### config.mk
export PLATFORM = sky130hd
export DESIGN_NAME = store_merge_unit
export DESIGN_NICKNAME = d
export VERILOG_FILES = /design/src/rtl/store_merge_unit.sv
export SDC_FILE = /design/constraint.sdc
export NUM_CORES = 1
export LEC_CHECK = 0
export ABC_CLOCK_PERIOD_IN_PS = 5950
export BUFFER_PORTS_ARGS = -buffer_cell sky130_fd_sc_hd__buf_2
export CAP_MARGIN = 15
export CORE_ASPECT_RATIO = 0.7
export CORE_MARGIN = 4
export CORE_UTILIZATION = 30
export CTS_BUF_LIST = sky130_fd_sc_hd__clkbuf_2
export CTS_CLUSTER_SIZE = 16
export DETAILED_ROUTE_END_ITERATION = 7
export PLACE_DENSITY = 0.48
export REMOVE_ABC_BUFFERS = 1
export SETUP_SLACK_MARGIN = 0.5
export SLEW_MARGIN = 5
export SYNTH_ARGS = -nofsm -noshare
export SYNTH_HDL_FRONTEND = slang
export SYNTH_SLANG_ARGS = --single-unit
### constraint.sdc
create_clock -name clk -period 5.95 [get_ports clk]
set_clock_uncertainty 0.15 [all_clocks]
set_input_delay 0.595 -clock clk [delete_from_list [all_inputs] [get_ports clk]]
set_output_delay 0.595 -clock clk [all_outputs]
set_load 0.01 [all_outputs]
### src/rtl/store_merge_unit.sv
// store_merge_unit
// Read-modify-write store engine sitting between the MEM stage and a data
// memory whose write port only takes full words. Sub-word stores read the
// containing word, merge the new bytes little-endian and write the word back;
// full-word stores are written directly. Misaligned addresses, illegal store
// types and read timeouts are reported through the completion status.
//
// Ports:
//   clk, rst_n            clock, asynchronous active-low reset
//   st_valid / st_ready   store request handshake (ready only while idle)
//   st_addr, st_data      byte address, right-justified store data
//   st_type               0=SB 1=SH 2=SW 3=SD (SD only legal for 64-bit words)
//   st_done, st_exc       one-cycle completion pulse and its cause
//                         (0 ok, 1 misaligned, 2 illegal type, 3 read timeout)
//   mem_addr              word-aligned memory address
//   mem_re                one-cycle read request
//   mem_rvalid, mem_rdata read response
//   mem_we, mem_wdata     one-cycle full-word write
module store_merge_unit #(
    parameter int DATA_W     = 32,
    parameter int ADDR_W     = 32,
    parameter int RD_TIMEOUT = 15
) (
    input  logic              clk,
    input  logic              rst_n,
    input  logic              st_valid,
    output logic              st_ready,
    input  logic [ADDR_W-1:0] st_addr,
    input  logic [DATA_W-1:0] st_data,
    input  logic [1:0]        st_type,
    output logic              st_done,
    output logic [1:0]        st_exc,
    output logic [ADDR_W-1:0] mem_addr,
    output logic              mem_re,
    input  logic              mem_rvalid,
    input  logic [DATA_W-1:0] mem_rdata,
    output logic              mem_we,
    output logic [DATA_W-1:0] mem_wdata
);
    localparam int BYTES = DATA_W / 8;
    localparam int OFF_W = $clog2(BYTES);
    localparam logic [7:0] TIMEOUT_LIM = 8'(RD_TIMEOUT);

    localparam logic [1:0] EXC_OK       = 2'd0;
    localparam logic [1:0] EXC_MISALIGN = 2'd1;
    localparam logic [1:0] EXC_ILLEGAL  = 2'd2;
    localparam logic [1:0] EXC_TIMEOUT  = 2'd3;

    typedef enum logic [2:0] {
        S_IDLE    = 3'd0,
        S_RD_REQ  = 3'd1,
        S_RD_WAIT = 3'd2,
        S_WRITE   = 3'd3,
        S_REPORT  = 3'd4
    } state_t;

    state_t            state_r;
    state_t            state_s;
    logic [1:0]        exc_s;
    logic [ADDR_W-1:0] addr_r;
    logic [OFF_W-1:0]  off_r;
    logic [3:0]        bytes_r;
    logic [DATA_W-1:0] data_r;
    logic [DATA_W-1:0] wdata_r;
    logic [7:0]        cnt_r;
    logic [1:0]        exc_r;

    logic [3:0]        req_bytes_s;
    logic [3:0]        req_off_s;
    logic              req_illegal_s;
    logic              req_misalign_s;
    logic              req_full_s;

    // Number of bytes written by a store type.
    function automatic logic [3:0] store_bytes(input logic [1:0] typ);
        case (typ)
            2'd0:    store_bytes = 4'd1;
            2'd1:    store_bytes = 4'd2;
            2'd2:    store_bytes = 4'd4;
            default: store_bytes = 4'd8;
        endcase
    endfunction

    // Lanes off..off+nbytes-1 take the low store bytes, the rest keep memory.
    function automatic logic [DATA_W-1:0] merge_word(
        input logic [DATA_W-1:0] rdata,
        input logic [DATA_W-1:0] sdata,
        input logic [OFF_W-1:0]  off,
        input logic [3:0]        nbytes
    );
        logic [DATA_W-1:0] shifted;
        logic [DATA_W-1:0] result;
        shifted = sdata << {off, 3'b000};
        result  = rdata;
        for (int i = 0; i < BYTES; i++) begin
            if ((i >= int'(off)) && (i < int'(off) + int'(nbytes))) begin
                result[8*i +: 8] = shifted[8*i +: 8];
            end else begin
                result[8*i +: 8] = rdata[8*i +: 8];
            end
        end
        merge_word = result;
    endfunction

    // Classify the request presented on the store port.
    always_comb begin
        req_bytes_s    = store_bytes(st_type);
        req_off_s      = 4'(st_addr[OFF_W-1:0]);
        req_illegal_s  = (st_type == 2'd3) && (BYTES == 4);
        req_misalign_s = (req_off_s & (req_bytes_s - 4'd1)) != 4'd0;
        req_full_s     = (req_bytes_s == 4'(BYTES));
    end

    // Next-state logic; illegal type is checked before misalignment.
    always_comb begin
        state_s = state_r;
        exc_s   = EXC_OK;
        case (state_r)
            S_IDLE: begin
                if (st_valid) begin
                    if (req_illegal_s) begin
                        state_s = S_REPORT;
                        exc_s   = EXC_ILLEGAL;
                    end else if (req_misalign_s) begin
                        state_s = S_REPORT;
                        exc_s   = EXC_MISALIGN;
                    end else if (req_full_s) begin
                        state_s = S_WRITE;
                    end else begin
                        state_s = S_RD_REQ;
                    end
                end else begin
                    state_s = S_IDLE;
                end
            end
            S_RD_REQ: state_s = S_RD_WAIT;
            S_RD_WAIT: begin
                if (mem_rvalid) begin
                    state_s = S_WRITE;
                end else if (cnt_r >= TIMEOUT_LIM) begin
                    state_s = S_REPORT;
                end else begin
                    state_s = S_RD_WAIT;
                end
            end
            S_WRITE:  state_s = S_IDLE;
            S_REPORT: state_s = S_IDLE;
            default:  state_s = S_IDLE;
        endcase
    end

    // State register plus request, merge, timeout and cause registers.
    always_ff @(posedge clk or negedge rst_n) begin
        if (!rst_n) begin
            state_r <= S_IDLE;
            addr_r  <= '0;
            off_r   <= '0;
            bytes_r <= 4'd0;
            data_r  <= '0;
            wdata_r <= '0;
            cnt_r   <= 8'd0;
            exc_r   <= EXC_OK;
        end else begin
            state_r <= state_s;
            case (state_r)
                S_IDLE: begin
                    if (st_valid) begin
                        addr_r  <= {st_addr[ADDR_W-1:OFF_W], {OFF_W{1'b0}}};
                        off_r   <= st_addr[OFF_W-1:0];
                        bytes_r <= req_bytes_s;
                        data_r  <= st_data;
                        exc_r   <= exc_s;
                        cnt_r   <= 8'd0;
                        if (state_s == S_WRITE) begin
                            wdata_r <= st_data;
                        end
                    end
                end
                S_RD_REQ: cnt_r <= 8'd0;
                S_RD_WAIT: begin
                    if (mem_rvalid) begin
                        wdata_r <= merge_word(mem_rdata, data_r, off_r, bytes_r);
                    end else if (cnt_r >= TIMEOUT_LIM) begin
                        exc_r <= EXC_TIMEOUT;
                    end else begin
                        cnt_r <= cnt_r + 8'd1;
                    end
                end
                default: begin
                end
            endcase
        end
    end

    // Outputs are pure decodes of registered state.
    assign st_ready  = (state_r == S_IDLE);
    assign mem_re    = (state_r == S_RD_REQ);
    assign mem_we    = (state_r == S_WRITE);
    assign st_done   = (state_r == S_WRITE) || (state_r == S_REPORT);
    assign st_exc    = (state_r == S_REPORT) ? exc_r : EXC_OK;
    assign mem_addr  = addr_r;
    assign mem_wdata = wdata_r;

endmodule

Yosys cells after proc, flatten, opt, wreduce, memory -nomap -nowiden

Cells that the tools add are included.

Register bits after elaboration: 113
Input bits: 102
Output and inout port bits: 70
Word-level logic and storage cells: 76

Add/subtract/negate cells: 3
Magnitude comparators: 8
Equality and inequality tests: 15
Shift operators: 1
Muxes and demuxes: 27
Bitwise gates (word level): 1
Reductions and logical operators: 13

Operators by type and width:

| kind                                                              | count |
|---|---|
| two-way mux 32 bit                                                | 3 |
| case mux 32 bit (2 select lines)                                  | 1 |
| two-way mux 8 bit                                                 | 7 |
| < comparator 1 x 32 -> 1 bit, first input constant                | 1 |
| < comparator 2 x 32 -> 1 bit, first input constant                | 1 |
| < comparator 3 x 32 -> 1 bit, first input constant                | 1 |
| left shift 32 x 5 -> 32 bit                                       | 1 |
| case mux 8 bit (3 select lines)                                   | 1 |
| two-way mux 3 bit                                                 | 5 |
| two-way mux 2 bit                                                 | 6 |
| case mux 4 bit (3 select lines)                                   | 1 |
| AND reduction 4 bit                                               | 3 |
| inequality test 2 bit, second input constant                      | 5 |
| equality test 3 x 2 -> 1 bit, second input constant               | 3 |
| case mux 3 bit (3 select lines)                                   | 1 |
| adder 8 x 1 -> 8 bit, second input constant                       | 1 |
| greater-or-equal comparator 8 x 4 -> 1 bit, second input constant | 1 |
| adder 2 x 4 -> 5 bit                                              | 1 |
| < comparator 2 x 5 -> 1 bit, first input constant                 | 1 |
| AND 2 x 4 -> 4 bit                                                | 1 |
| equality test 2 bit, second input constant                        | 2 |
| equality test 4 x 3 -> 1 bit, second input constant               | 1 |
| greater-or-equal comparator 1 x 2 -> 1 bit, first input constant  | 2 |
| case mux 2 bit (2 select lines)                                   | 1 |
| other kinds (15)                                                  | 17 |

Logic depth before layout (Yosys ltp)

Word-level depth: 13
Mapped depth: 9
Depth with buffers taken out: 7

Worst setup path after synthesis

OpenSTA, ideal clock, no wires.

Kind: register to register
From: register off_r[0]
To: register wdata_r[14] (netlist: mem_wdata[14])
Library setup time: 0.130 ns
Data arrival time: 2.315 ns
Data required time: 5.670 ns
Setup slack: 3.355 ns
Cell stages (with the launch flop): 9
Buffers on the path: 1
Period minus slack after synthesis: 2.595 ns
Path through: dfrtp_1 ha_1 fa_1 and3b_1 a221oi_1 buf_2 nand2_1 o211ai_1 a31oi_1

Longest elaborated chain between the ends: 6
Elaborated cells on any way between the ends: 8
Classes of those cells: 1 x add/sub; 2 x order compare; 1 x shift; 3 x mux; 1 x reduce/logical

RTL lines:

| what                               | line | source |
|---|---|---|
| start, declared                    | 61   | `logic [OFF_W-1:0] off_r;` |
| start signal, assigned             | 169  | `off_r <= st_addr[OFF_W-1:0];` |
| adder 2 x 4 -> 5 bit               | 96   | `if ((i >= int'(off)) && (i < int'(off) + int'(nbytes))) begin` |
| < comparator 2 x 32 -> 1 bit       | 96   |  |
| logical AND 1 bit                  | 96   |  |
| two-way mux 8 bit *                | 96   |  |
| two-way mux 32 bit *               | 181  | `if (mem_rvalid) begin` |
| case mux 32 bit (2 select lines) * | 165  | `case (state_r)` |
| end signal, assigned               | 175  | `wdata_r <= st_data;` |
| end signal, assigned               | 182  | `wdata_r <= merge_word(mem_rdata, data_r, off_r, bytes_r);` |
| end, declared                      | 64   | `logic [DATA_W-1:0] wdata_r;` |

Every way passes the cells marked *; elsewhere a longest branch is shown, timed or not. The select of a mux whose other input is x is not followed.
A chain may end at the register's enable or synchronous reset.

Worst setup path in the final report

From: register off_r[0]
To: register wdata_r[23] (netlist: mem_wdata[23])

Longest elaborated chain between the ends: 6
Elaborated cells on any way between the ends: 8
Classes of those cells: 1 x add/sub; 2 x order compare; 1 x shift; 3 x mux; 1 x reduce/logical

RTL lines:

| what                               | line |
|---|---|
| adder 2 x 4 -> 5 bit               | 96 |
| < comparator 3 x 32 -> 1 bit       | 96 |
| logical AND 1 bit                  | 96 |
| two-way mux 8 bit *                | 96 |
| two-way mux 32 bit *               | 181 |
| case mux 32 bit (2 select lines) * | 165 |

Marked as above.

==> impl_metrics.ini <==
[outcome]
status = complete, no violations

[clock_network]
numCtsBuffers = 17
h-tree-depth = 4
clk_path_buf_depth = 2
clk_latency_ns = 0.69
cts_setup_buffers = 0
cts.repair.resized = 0
hold_buffers = 71
cts_sinks = 113
cts_root_buffer = clkbuf_2
cts_tree = yes
path_clk_slew_ns = 0.18

[synthesis]
yosysMostFrequentCell = nand2_1
seq_area_frac_synth = 0.504
synth_area_leader_cell = dfrtp_1
synth_area_sq_mm = 0.00561
synth_cells = 643
syn_area_per_cell_sq_um = 8.72
synthTopCellsByCount = nand2_1, dfrtp_1, nor2_1
synth_cell_type_count = 49
synth-edff-count = 0
synth_area_leaders = dfrtp_1, nand2_1, a211oi_1
ys.flop_type = dfrtp_1
netlist.area_leader.share = 0.504
async_flop_share = 1.00
ys_ff_latch = 113
synth_warnings = 0

[global_routing]
grt_pass1_vias = 5443
grt_overflow = 0
antenna_found_initial = 3
grt_use_total = 0.182
grt_pass1_wl_mm = 29.6
grt_max_degree = 73

[route]
dr_total_vias = 5460
ant_nets = 0
drc = 0
routed_wl_mm = 18.9
vias_per_cell = 4.90
drt_iter0_drc = 376
drt_first_pass_iters = 5
wire_per_inst_microns = 16.9

[placement]
place.gp.congestion = 0.829
place_hpwl_mm = 12.5
dpl-instance-area_sq_mm = 0.00664
io_buffer_count = 169

[die]
die_h_microns = 122
dieArea_sq_mm = 0.0210
io_pins = 172
core_area_sq_mm = 0.0182
rows = 41
start_util = 0.309
dieWidth_microns = 171

[sta]
holdWs_ns = 0.0620
drv_slew = 0
period_minus_slack_ns = 3.71
max_slew_margin = 0.366
finalCritPeriodShare = 0.623
setup-tns-final_ns = 0
setup_viol = 0
timing.final.hold_violations = 0
worst_slew_pin_slew_ns = 0.950
rsz0062_at_grt = no
max_freq_mhz = 270

[cells_and_area]
final_cell_area_sq_mm = 0.00761
areaGrowthSynthToFinish_pct = 35.7
fill_cells = 1840
fin_nets = 972
drive_gt1_frac = 0.254

[critical_path]
r2r-start = off_r[0]
cp_top_family = compound AO/OA/AOI/OAI gates
cp_data_arrival_time_ns = 4.19
crit_path_cell_trace = ha_1 > fa_1 > and3b_1 > o211a_1 > a21oi_1 > o221ai_1 > a31oi_1
cpPeakStageDelay_ns = 0.80
crit_cells = 7
worstReg2RegEnd = mem_wdata[23]
cp-start-kind = flip-flop
crit_buf_inv = 0
r2r_cells = 7
cp_max_fo = 39
crit_path_top_delay_cell = a21oi_1
reg2reg_slack_ns = 2.24
endpoint_kind = flip-flop
crit_type = flip-flop to flip-flop
required_ns = 6.43

[worst_hold_path]
hold_path.class = input pin to flip-flop
whs_path_depth = 3
whs_endpoint = mem_wdata[0]
hp-start = mem_rdata[0]

[power_and_ir_drop]
vdd_drop_max_uv = 170
powerDensity_mw_per_mm2 = 507
leakagePower_nw = 3.85
finalPower_mw = 3.86

[run]
drv_cap = 0
[area by class of cell]
class	count	area, sq um	share of cell area
Clock inverter	13	169	0.0222
Inverter	1	3.75	0.000493
Clock buffer	18	90.1	0.0118
Antenna cell	1	2.50	0.000329
Sequential cell	113	2830	0.372
Multi-Input combinational cell	485	2600	0.342
Tap cell	236	295	0.0388
Timing Repair Buffer	248	1620	0.213
[worst max-delay path by stage]
stage / start / endpoint / slack [ns]
6_report: off_r[0] / mem_wdata[23] / 2.24
5_1_grt: off_r[0] / mem_wdata[16] / 2.15
4_1_cts: off_r[0] / mem_wdata[23] / 2.29
3_5_place_dp: off_r[0] / mem_wdata[23] / 2.31
3_3_place_gp: off_r[0] / mem_wdata[23] / 2.48
2_1_floorplan: st_valid / mem_wdata[10] / 2.06
[cell families (layout without fill, tap and decap cells)]
| logic type | count (synthesis) | in the layout | share of synthesized area |
|---|---|---|---|
| buffers and inverters | 46 | 280 | 0.0353 |
| AOI/OAI and AO/OA | 135 | 135 | 0.172 |
| and+or+nand+nor | 325 | 325 | 0.242 |
| muxes | 17 | 17 | 0.0324 |
| xor gates and xnor gates | 2 | 2 | 0.00313 |
| adders and majority gates | 4 | 4 | 0.0103 |
| other | 1 | 3 | 0.000669 |
| DFF | 113 | 113 | 0.504 |
[worst reg2reg max path: stages (launching register included)]
cell and delay [ns]:
dfrtp_2 0.75, ha_1 0.42, fa_1 0.43, and3b_1 0.26
o211a_1 0.39, a21oi_1 0.80, o221ai_1 0.26, a31oi_1 0.20
[cells in the final DEF (no fill, tap or decap), drive strengths merged, types with 13 or more instances in the layout]
cell | netlist | routed
nand2 | 244 | 244
nor2 | 35 | 35
o221ai | 14 | 14
a211oi | 18 | 18
buf | 22 | 177
a21o | 13 | 13
dfrtp | 113 | 113
a31oi | 18 | 18
dlygate4sd3 | 0 | 71
o21ai | 16 | 16
clkbuf | 23 | 18
[sequential cells by signal (all words and copies together) (netlist names)]
register,count
cnt_r,8
mem_wdata,32
off_r,2
state_r,3
mem_addr,30
exc_r,2
bytes_r,4
data_r,32
[layer usage]
layer,global-route usage,vias to the layer above,part of all wire
li1,-,2666,-
met2,0.266,202,0.42
met4,0.0569,4,0.013
met5,0,-,0.0014
met3,0.0512,21,0.072
met1,0.263,2567,0.49
[where the power goes]
group	switching, mW	total [mW]	internal, mW
Clock	0.308	0.577	0.269
Sequential	0.302	1.41	1.11
Combinational	1.13	1.87	0.736
[metrics by stage]
| stage | setup WS [ns] | util | cells |
|---|---|---|---|
| floorplan | 2.06 | - | 599 |
| global placement | 2.48 | 0.365 | 1012 |
| finish | 2.24 | 0.419 | 1115 |
| global route | 2.15 | 0.419 | 1115 |
| detailed placement | 2.31 | 0.365 | 1012 |
| CTS | 2.29 | 0.419 | 1114 |
Note: power is estimated with default switching activity, not from simulation.
